<file path="src/rtl/taxi_ram_rd_pkg.sv">
// Shared types and constants for the taxi_ram_rd streaming read engine.
package taxi_ram_rd_pkg;

   typedef enum logic [1:0] {
      ST_IDLE  = 2'd0,
      ST_READ  = 2'd1,
      ST_DRAIN = 2'd2
   } state_t;

   localparam int BUF_DEPTH = 2;
   localparam int OCC_W     = $clog2(BUF_DEPTH + 1);

endpackage

</file>
<file path="src/rtl/taxi_ram_rd_buf.sv">
// Two-entry {data,last} FIFO that absorbs the RAM read latency.
// Entry 0 is always the head, so the output is taken straight from registers.
module taxi_ram_rd_buf
   import taxi_ram_rd_pkg::*;
#(
   parameter int DATA_W = 16
) (
   input  logic              clk,
   input  logic              rst_n,
   input  logic              push,
   input  logic [DATA_W-1:0] push_data,
   input  logic              push_last,
   input  logic              pop,
   input  logic              flush,
   output logic              out_valid,
   output logic [DATA_W-1:0] out_data,
   output logic              out_last,
   output logic [OCC_W-1:0]  occ
);

   logic [DATA_W-1:0] data0_q, data0_d;
   logic [DATA_W-1:0] data1_q, data1_d;
   logic              last0_q, last0_d;
   logic              last1_q, last1_d;
   logic [OCC_W-1:0]  occ_q, occ_d;
   logic [OCC_W-1:0]  keep;

   always_comb begin
      data0_d = data0_q;
      data1_d = data1_q;
      last0_d = last0_q;
      last1_d = last1_q;
      keep    = occ_q - OCC_W'(pop);
      occ_d   = keep + OCC_W'(push);

      if (pop) begin
         data0_d = data1_q;
         last0_d = last1_q;
      end

      // New beat lands in the first slot left free after this cycle's pop.
      if (push) begin
         if (keep == '0) begin
            data0_d = push_data;
            last0_d = push_last;
         end else begin
            data1_d = push_data;
            last1_d = push_last;
         end
      end

      if (flush) begin
         occ_d   = '0;
         last0_d = 1'b0;
         last1_d = 1'b0;
      end
   end

   always_ff @(posedge clk or negedge rst_n) begin
      if (!rst_n) begin
         data0_q <= '0;
         data1_q <= '0;
         last0_q <= 1'b0;
         last1_q <= 1'b0;
         occ_q   <= '0;
      end else begin
         data0_q <= data0_d;
         data1_q <= data1_d;
         last0_q <= last0_d;
         last1_q <= last1_d;
         occ_q   <= occ_d;
      end
   end

   assign out_valid = (occ_q != '0);
   assign out_data  = data0_q;
   assign out_last  = last0_q && out_valid;
   assign occ       = occ_q;

endmodule

</file>
<file path="src/rtl/taxi_ram_rd_stream.sv">
// Streaming read engine: turns an (addr, len) command into sequential RAM reads
// returned as a valid/ready stream. Optional abort input: TAXI_RAM_RD_ABORT_EN.
module taxi_ram_rd_stream
   import taxi_ram_rd_pkg::*;
#(
   parameter int ADDR_W = 16,
   parameter int DATA_W = 16,
   parameter int LEN_W  = 16
) (
   input  logic              clk,
   input  logic              rst_n,
`ifdef TAXI_RAM_RD_ABORT_EN
   input  logic              cmd_abort,
`endif
   input  logic [ADDR_W-1:0] s_cmd_addr,
   input  logic [LEN_W-1:0]  s_cmd_len,
   input  logic              s_cmd_valid,
   output logic              s_cmd_ready,
   output logic              ram_rd_en,
   output logic [ADDR_W-1:0] ram_rd_addr,
   input  logic [DATA_W-1:0] ram_rd_data,
   output logic [DATA_W-1:0] m_data,
   output logic              m_last,
   output logic              m_valid,
   input  logic              m_ready,
   output logic              busy
);

   state_t            state_q, state_d;
   logic [ADDR_W-1:0] addr_q, addr_d;
   logic [LEN_W-1:0]  cnt_q, cnt_d;
   logic              rd_en_q, rd_en_d;
   logic              rd_last_q, rd_last_d;
   logic              cmd_ready_q, cmd_ready_d;
   logic              busy_q, busy_d;

   logic              issue;
   logic              pop;
   logic              abort_hit;
   logic [2:0]        level;
   logic [OCC_W-1:0]  occ;
   logic              buf_valid;
   logic              buf_last;
   logic [DATA_W-1:0] buf_data;

   assign pop = buf_valid && m_ready;

`ifdef TAXI_RAM_RD_ABORT_EN
   assign abort_hit = cmd_abort && (state_q != ST_IDLE);
`else
   assign abort_hit = 1'b0;
`endif

   // Beats the buffer must still hold after this cycle; issue only if one slot stays free.
   assign level = 3'(occ) + 3'(rd_en_q) - 3'(pop);
   assign issue = (state_q == ST_READ) && (level < 3'(BUF_DEPTH)) && !abort_hit;

   always_comb begin
      state_d   = state_q;
      addr_d    = addr_q;
      cnt_d     = cnt_q;
      rd_en_d   = issue;
      rd_last_d = issue && (cnt_q == '0);

      case (state_q)
         ST_IDLE: begin
            if (s_cmd_valid && cmd_ready_q) begin
               state_d = ST_READ;
               addr_d  = s_cmd_addr;
               cnt_d   = s_cmd_len;
            end
         end
         ST_READ: begin
            if (issue) begin
               addr_d = addr_q + ADDR_W'(1);
               cnt_d  = cnt_q - LEN_W'(1);
               if (cnt_q == '0) begin
                  state_d = ST_DRAIN;
               end
            end
         end
         ST_DRAIN: begin
            if (pop && buf_last) begin
               state_d = ST_IDLE;
            end
         end
         default: state_d = ST_IDLE;
      endcase

      if (abort_hit) begin
         state_d = ST_IDLE;
      end

      cmd_ready_d = (state_d == ST_IDLE);
      busy_d      = (state_d != ST_IDLE);
   end

   always_ff @(posedge clk or negedge rst_n) begin
      if (!rst_n) begin
         state_q     <= ST_IDLE;
         addr_q      <= '0;
         cnt_q       <= '0;
         rd_en_q     <= 1'b0;
         rd_last_q   <= 1'b0;
         cmd_ready_q <= 1'b0;
         busy_q      <= 1'b0;
      end else begin
         state_q     <= state_d;
         addr_q      <= addr_d;
         cnt_q       <= cnt_d;
         rd_en_q     <= rd_en_d;
         rd_last_q   <= rd_last_d;
         cmd_ready_q <= cmd_ready_d;
         busy_q      <= busy_d;
      end
   end

   // The beat returning this cycle is dropped on abort so nothing stale follows it.
   taxi_ram_rd_buf #(
      .DATA_W(DATA_W)
   ) u_buf (
      .clk       (clk),
      .rst_n     (rst_n),
      .push      (rd_en_q && !abort_hit),
      .push_data (ram_rd_data),
      .push_last (rd_last_q),
      .pop       (pop),
      .flush     (abort_hit),
      .out_valid (buf_valid),
      .out_data  (buf_data),
      .out_last  (buf_last),
      .occ       (occ)
   );

   assign s_cmd_ready = cmd_ready_q;
   assign ram_rd_en   = issue;
   assign ram_rd_addr = addr_q;
   assign m_data      = buf_data;
   assign m_last      = buf_last;
   assign m_valid     = buf_valid;
   assign busy        = busy_q;

endmodule

</file>
<file path="config.mk">
export PLATFORM = sky130hd
export DESIGN_NAME = taxi_ram_rd_stream
export DESIGN_NICKNAME = d
export VERILOG_FILES = /design/src/rtl/taxi_ram_rd_pkg.sv /design/src/rtl/taxi_ram_rd_buf.sv /design/src/rtl/taxi_ram_rd_stream.sv
export SDC_FILE = /design/constraint.sdc
export NUM_CORES = 1
export LEC_CHECK = 0
export CAP_MARGIN = 10
export CORE_UTILIZATION = 42
export CTS_CLUSTER_SIZE = 8
export DETAILED_ROUTE_END_ITERATION = 12
export PLACE_DENSITY = 0.73
export SLEW_MARGIN = 0
export SYNTH_ARGS = -nofsm -noshare
export SYNTH_HDL_FRONTEND = slang
export SYNTH_SLANG_ARGS = --single-unit
export TNS_END_PERCENT = 1
</file>
<file path="constraint.sdc">
create_clock -name clk -period 2.3 [get_ports clk]
set_input_delay 0.46 -clock clk [delete_from_list [all_inputs] [get_ports clk]]
set_output_delay 0.46 -clock clk [all_outputs]
set_load 0.05 [all_outputs]
</file>
==> metrics.md, run 1 <==
| Metric | Value |
|---|---|
| DRT Wirelength | `9590 um` |
| Avg WL per Cell | `16.0 um` |
| Mux cell area share after synthesis | `9.63%` |
| Vias per inst | `5.67` |
| P per Cell Area | `1620 nW/um^2` |
| Hold_buf cts | `0` |
| Hold Crit Class | `in2async` |
| Die area | `9570 um^2` |
| Worst-margin pin slew | `615 ps` |
| XOR/XNOR Fraction of Synth Area | `0.454%` |
| Overall Power | `8.65 mW` |
| Hold Violations, Final | `0` |
| Worst Skew | `12.6 ps` |
| EDFF count, synth | `0` |
| Final worst slack | `-229 ps` |
| Worst Path Arrival | `2070 ps` |
| Metal2 WL | `4830 um` |
| Met1 wire length | `4210 um` |
| Syn_nets | `448` |
| CP Cell Sequence | `nand3b_1 > o21ai_2 > nand2_1 > fa_2 > xnor2_2 > nand3_2 > inv_2 > buf_12` |
| Async S/R FF share, synth | `100%` |
| Via Count | `3,399` |
| Port Buffer Count | `88` |
| Final Critical Period | `2530 ps` |
| Maximum capacitance violations | `0` |
| Die width | `97.9 um` |
| Top_reg_cell synth | `dfrtp_1` |
| Slowest cell delay on critical path | `400 ps` |
| Placer congestion estimate | `0.823` |
| Cts bufs inserted | `9` |
| Distinct cells, synth | `63` |
| CTS tree | `done` |
| CP max FO | `3` |
| WP buf/inv | `2` |
| Top-Level Pins | `89` |
| # nets final | `543` |
| Largest family of logic cells by synthesized area | `compound AO/OA/AOI/OAI gates` |
| Syn avg cell area | `9.87 um^2` |
| Vias in the first global route | `3,459` |
| Max-slew headroom | `58.6%` |
| Die H | `97.9 um` |
| Rows | `34` |
| GRT Residual Overflow | `0` |
| Post-route ant nets | `0` |
| Clock transition at path regs | `80 ps` |
| Tcrit/Tclk final | `110%` |
| Met3 wire length | `445 um` |
| Core ar. | `8810 um^2` |
| Maximum VDD drop | `869 uV` |
| DP Cell Count | `578` |
| CP required | `1840 ps` |
| Detailed-router iteration count before antenna repair | `8` |
| DP Area | `4980 um^2` |
| Share of cells above drive strength 1 | `13.8%` |
| Global-route wire length before repair | `16,300 um` |
| H-tree depth | `3` |
| Latest clock arrival within the worst-skew pair | `360 ps` |
| Startpoint types | `flip-flop` |
| Slowest library cell on the worst path | `dfrtp_1` |
| Post-route insts no fill | `599` |
| Synthesis Warnings | `0` |
| Synthesized flop and latch total | `74` |
| DRC | `12` |
| Synth Area in Compound Gates | `20.7%` |
| Highest clock rate | `0.395 GHz` |
| Iteration-0 DRC Markers | `154` |
| Mapped Cells | `391` |
| Max Used Layer | `met4` |
| Initial antenna violation count | `0` |
| Reg2Reg Setup Slack | `-160 ps` |
| Max-slew violations | `0` |
| Fin area | `5330 um^2` |
| ANT cells | `0` |
| Area delta synth->final | `38.2%` |
| Adder-Cell Fraction of Synth Area | `1.82%` |
| Status | `complete, but fails checks` |
| Largest net degree at the start of global routing | `48` |
| GRT Overall Usage | `21.1%` |
| Clock Sinks | `74` |
| Setup repair after global routing missed its margin | `true` |
| Setup TNS | `-593 ps` |
| Violated checks | `design-rule violations, negative setup slack` |
| Minimum hold slack | `56.1 ps` |
| Leak | `2.25 nW` |
| Delay-heaviest family, CP | `flip-flops` |
| Initial Utilization | `43.8%` |
| Post-DP HPWL | `6420 um` |
| # setup viols final | `10` |
| Critical Path Sink Type | `output port` |
| CTS Buffer Depth | `2` |
| Clock root buffer | `clkbuf_8` |
| Final cell utilization of the core | `60.5%` |
| Mapped Area | `3860 um^2` |
| Seq/Total Area, Yosys | `48.0%` |
| Placement Setup Slack | `-583 ps` |
| Synth Area in Simple Gates | `15.5%` |
| CP Class | `reg2out` |
registers in the layout, summed over array words and instances (netlist names):
register and cells:
state_q 2, s_cmd_ready 1, u_buf.last0_q 1, busy 1, rd_en_q 1, rd_last_q 1
ram_rd_addr 16, u_buf.data1_q 16, u_buf.occ 2, cnt_q 16, u_buf.out_data 16, u_buf.last1_q 1
power by group:
group | switching [mW] | internal, mW | total [mW]
Sequential | 0.578 | 1.93 | 2.50
Clock | 0.543 | 0.732 | 1.27
Combinational | 2.88 | 1.99 | 4.87
cell type report:
class                   count  area (um^2)
fillers                   733         3470
flip-flops and latches     74         1850
multi-input cells         281         1930
repair buffers            111         1130
clock inverters             7          124
inverters                   9         33.8
clock buffers               9          124
well taps                 108          135
worst reg2reg max path: cells and delay by family (launching register included):
kind | cells | cell delay (ps)
simple gates | 4 | 840
flops | 1 | 400
fa+ha+maj | 1 | 370
buf+inv | 2 | 280
compound gates | 2 | 260
xor+xnor | 1 | 230
synthesized netlist by cell type (2+ instances only):
master / instances / area [um^2]
a21oi_1: 46 / 230
o21ai_1: 20 / 100
a211oi_1: 2 / 15.0
a2bb2oi_1: 2 / 17.5
dfrtp_1: 74 / 1850
nand2b_1: 3 / 18.8
ha_1: 4 / 50.1
nor3b_1: 2 / 15.0
buf_4: 2 / 15.0
a31o_1: 2 / 17.5
mux2i_1: 18 / 180
nand2_1: 18 / 67.6
o22ai_1: 7 / 43.8
and4_1: 2 / 17.5
nand3b_1: 2 / 15.0
nand3_1: 14 / 70.1
o21ai_0: 6 / 30.0
buf_1: 3 / 11.3
buf_2: 7 / 35.0
a41oi_1: 2 / 17.5
a31oi_1: 5 / 31.3
nor2_1: 43 / 161
nand4_1: 5 / 31.3
and2_1: 2 / 12.5
a22oi_1: 4 / 30.0
mux2_1: 17 / 191
clkbuf_1: 15 / 56.3
a32oi_1: 4 / 35.0
o22a_1: 4 / 35.0
and3_1: 5 / 31.3
nor3_1: 3 / 15.0
a41o_1: 3 / 30.0
inv_1: 9 / 33.8
o211ai_1: 7 / 52.6
final timing paths:
path / startpoint / endpoint / cells after the start
max: u_buf.occ[0]$_DFF_PN0_ / ram_rd_en / 8
min: rst_n / u_buf.occ[1]$_DFF_PN0_ / 1
max reg2reg: u_buf.occ[0]$_DFF_PN0_ / state_q[0]$_DFF_PN0_ / 10
min reg2reg: u_buf.data1_q[11]$_DFFE_PN0P_ / u_buf.data1_q[11]$_DFFE_PN0P_ / 1
max in group asynchronous: rst_n / ram_rd_addr[14]$_DFFE_PN0P_ / 2
min in group clk: u_buf.data1_q[11]$_DFFE_PN0P_ / u_buf.data1_q[11]$_DFFE_PN0P_ / 1
layer usage:
| layer | global-route usage (%) | vias to the layer above |
|---|---|---|
| met2 | 35.3 | 85 |
| li1 | - | 1635 |
| met4 | 8.28 | 0 |
| met5 | 0 | - |
| met1 | 26.9 | 1668 |
| met3 | 4.22 | 11 |
kinds of logic after synthesis:
kind of cell | count (synthesis)
xor gates and xnor gates | 2
muxes | 35
AOI/OAI and AO/OA | 127
buffers and inverters | 36
adders and majority gates | 5
DFF | 74
and+or+nand+nor | 112
cells in the final DEF, fill, tap and decap left out, types with 5 or more instances in the layout:
master            n
nand4_1           5
o21ai_1          19
nand2_1          18
buf_4            18
clkbuf_8          9
inv_1             7
o21ai_0           6
mux2i_1          18
and3_1            5
mux2_1           17
clkdlybuf4s50_1  83
o211ai_1          7
o22ai_1           7
nor2_1           43
buf_12            7
dfrtp_1          74
nand3_1          13
a21oi_1          43
timing repair:
| action | CTS | global route |
|---|---|---|
| buffers inserted | 4 | 2 |
| pin swaps | 6 | 8 |
| resized for setup | 9 | 8 |
| setup endpoints to repair | 37 | 36 |
No activity file was read; power rests on OpenSTA's default activity.
==> run 2: changes to the inputs <==
--- a/config.mk
+++ b/config.mk
@@ -10,6 +10,7 @@
 export CTS_CLUSTER_SIZE = 8
 export DETAILED_ROUTE_END_ITERATION = 12
 export PLACE_DENSITY = 0.73
+export SKIP_CTS_REPAIR_TIMING = 1
 export SLEW_MARGIN = 0
 export SYNTH_ARGS = -nofsm -noshare
 export SYNTH_HDL_FRONTEND = slang
==> run 2 against run 1 <==
The run still ends with design-rule violations, negative setup slack left. Global-route usage shrank 0.20 points. Sequential power is essentially flat. Critical path type unchanged. Largest power group unchanged. Critical path depth is the same. Critical endpoint unchanged. Combinational power shrank 2%.
==> metrics.md, run 2 (synthesized netlist as in run 1, its figures left out) <==
| Metric | Value |
|---|---|
| Post-DP HPWL | `6420 um` |
| Clock Sinks | `74` |
| Max-slew headroom | `59.5%` |
| Multi-input gate area | `1910 um^2` |
| Final worst slack | `-282 ps` |
| Max Used Layer | `met4` |
| Area delta synth->final | `37.5%` |
| Placer congestion estimate | `0.823` |
| Top-Level Pins | `89` |
| P per Cell Area | `1610 nW/um^2` |
| Vias per inst | `5.67` |
| Highest clock rate | `0.387 GHz` |
| Setup repair after global routing missed its margin | `true` |
| Die width | `97.9 um` |
| Die area | `9570 um^2` |
| Die H | `97.9 um` |
| Cts bufs inserted | `9` |
| H-tree depth | `3` |
| Avg WL per Cell | `16.1 um` |
| Worst Skew | `10.8 ps` |
| DRC | `12` |
| Latest clock arrival within the worst-skew pair | `370 ps` |
| Largest net degree at the start of global routing | `48` |
| Startpoint types | `flip-flop` |
| CP required | `1840 ps` |
| Critical Path Sink Type | `output port` |
| Hold Crit Class | `in2async` |
| Maximum capacitance violations | `0` |
| Metal2 WL | `4750 um` |
| CP max FO | `3` |
| Reg area | `1850 um^2` |
| Share of cells above drive strength 1 | `13.1%` |
| # setup viols final | `17` |
| Most common cell after layout, fill and taps aside | `clkdlybuf4s50_1` |
| Final cell utilization of the core | `60.2%` |
| Leak | `2.26 nW` |
| Most frequent cells in the layout | `clkdlybuf4s50_1 (83), dfrtp_1 (74), a21oi_1 (46), nor2_1 (43), o21ai_1 (19)` |
| Violated checks | `design-rule violations, negative setup slack` |
| Maximum VDD drop | `871 uV` |
| R2R cell count | `10` |
| Initial Utilization | `43.8%` |
| GRT Residual Overflow | `0` |
| Initial antenna violation count | `0` |
| Worst Path Arrival | `2120 ps` |
| Tcrit/Tclk final | `112%` |
| Via Count | `3,389` |
| Post-route ant nets | `0` |
| Clock root buffer | `clkbuf_8` |
| Core ar. | `8810 um^2` |
| Status | `complete, but fails checks` |
| Met1 wire length | `4200 um` |
| # nets final | `542` |
| Detailed-router iteration count before antenna repair | `8` |
| Iteration-0 DRC Markers | `158` |
| Clock transition at path regs | `80 ps` |
| Max-slew violations | `0` |
| Worst-margin pin slew | `603 ps` |
| Rows | `34` |
| Port Buffer Count | `88` |
| CTS Buffer Depth | `2` |
| Hold Violations, Final | `0` |
| CP Class | `reg2out` |
| Vias in the first global route | `3,423` |
| Minimum hold slack | `52.8 ps` |
| FILL cells | `745` |
| GRT Overall Usage | `20.9%` |
| Global-route wire length before repair | `16,100 um` |
| CTS tree | `done` |
| ANT cells | `0` |
| Final Critical Period | `2580 ps` |
| DRT Wirelength | `9620 um` |
| Met3 wire length | `535 um` |
[run 2: cell count changes in the layout (fill, tap and decap cells not counted), moves of 2 or more]
| cell | delta |
|---|---|
| a21oi_2 | -3 |
| dlymetal6s2s_1 | +2 |
| a21oi_1 | +3 |
| dlygate4sd2_1 | -2 |
[run 2: through the flow]
step / std cells / worst slack, ps / setup TNS (ps) / total power, mW / cell area, um^2
2_1_floorplan: 391 / -50.0 / -219 / 5.51 / 3860
3_5_place_dp: 578 / -583 / -18980 / 7.15 / 4980
5_1_grt: 598 / -342 / -3640 / 9.09 / 5310
6_report: 598 / -282 / -1050 / 8.55 / 5310
3_3_place_gp: 578 / -512 / -16130 / 6.99 / 4980
4_1_cts: 594 / -511 / -4650 / 8.44 / 5230
[run 2: where the power goes]
| part | switching (mW) | internal (mW) | total [mW] |
|---|---|---|---|
| Clock | 0.549 | 0.732 | 1.28 |
| Combinational | 2.83 | 1.93 | 4.76 |
| Sequential | 0.580 | 1.93 | 2.51 |
| Total | 3.96 | 4.59 | 8.55 |
[run 2: final timing paths]
check	from	end	slack (ps)
max	u_buf.occ[0]$_DFF_PN0_	ram_rd_en	-280
min	rst_n	u_buf.occ[1]$_DFF_PN0_	50
max reg2reg	u_buf.occ[0]$_DFF_PN0_	cnt_q[9]$_DFFE_PN0P_	-130
min reg2reg	u_buf.data1_q[11]$_DFFE_PN0P_	u_buf.data1_q[11]$_DFFE_PN0P_	490
max in group asynchronous	rst_n	ram_rd_addr[14]$_DFFE_PN0P_	1670
min in group clk	u_buf.data1_q[11]$_DFFE_PN0P_	u_buf.data1_q[11]$_DFFE_PN0P_	490
[run 2: layer usage]
| layer | vias up | GRT usage [%] |
|---|---|---|
| li1 | 1628 | - |
| met1 | 1654 | 26.7 |
| met2 | 95 | 34.8 |
| met3 | 12 | 4.22 |
| met4 | 0 | 8.04 |
| met5 | - | 0 |
[run 2: area by class of cell]
class                      instances  area share, %
clock inverter                     7           2.33
clock buffer                       9           2.33
multi-input combinational        281           35.9
inverter                           9          0.637
sequential                        74           34.9
timing repair buffer             110           21.3
tap                              108           2.55
[run 2: worst max-delay path, cell delays in order, from the launching register on]
cell	delay (ps)
dfrtp_1	400
nand3b_1	210
o21ai_2	120
nand2_2	90
fa_2	380
xnor2_2	200
nand3_2	120
inv_2	110
buf_12	130
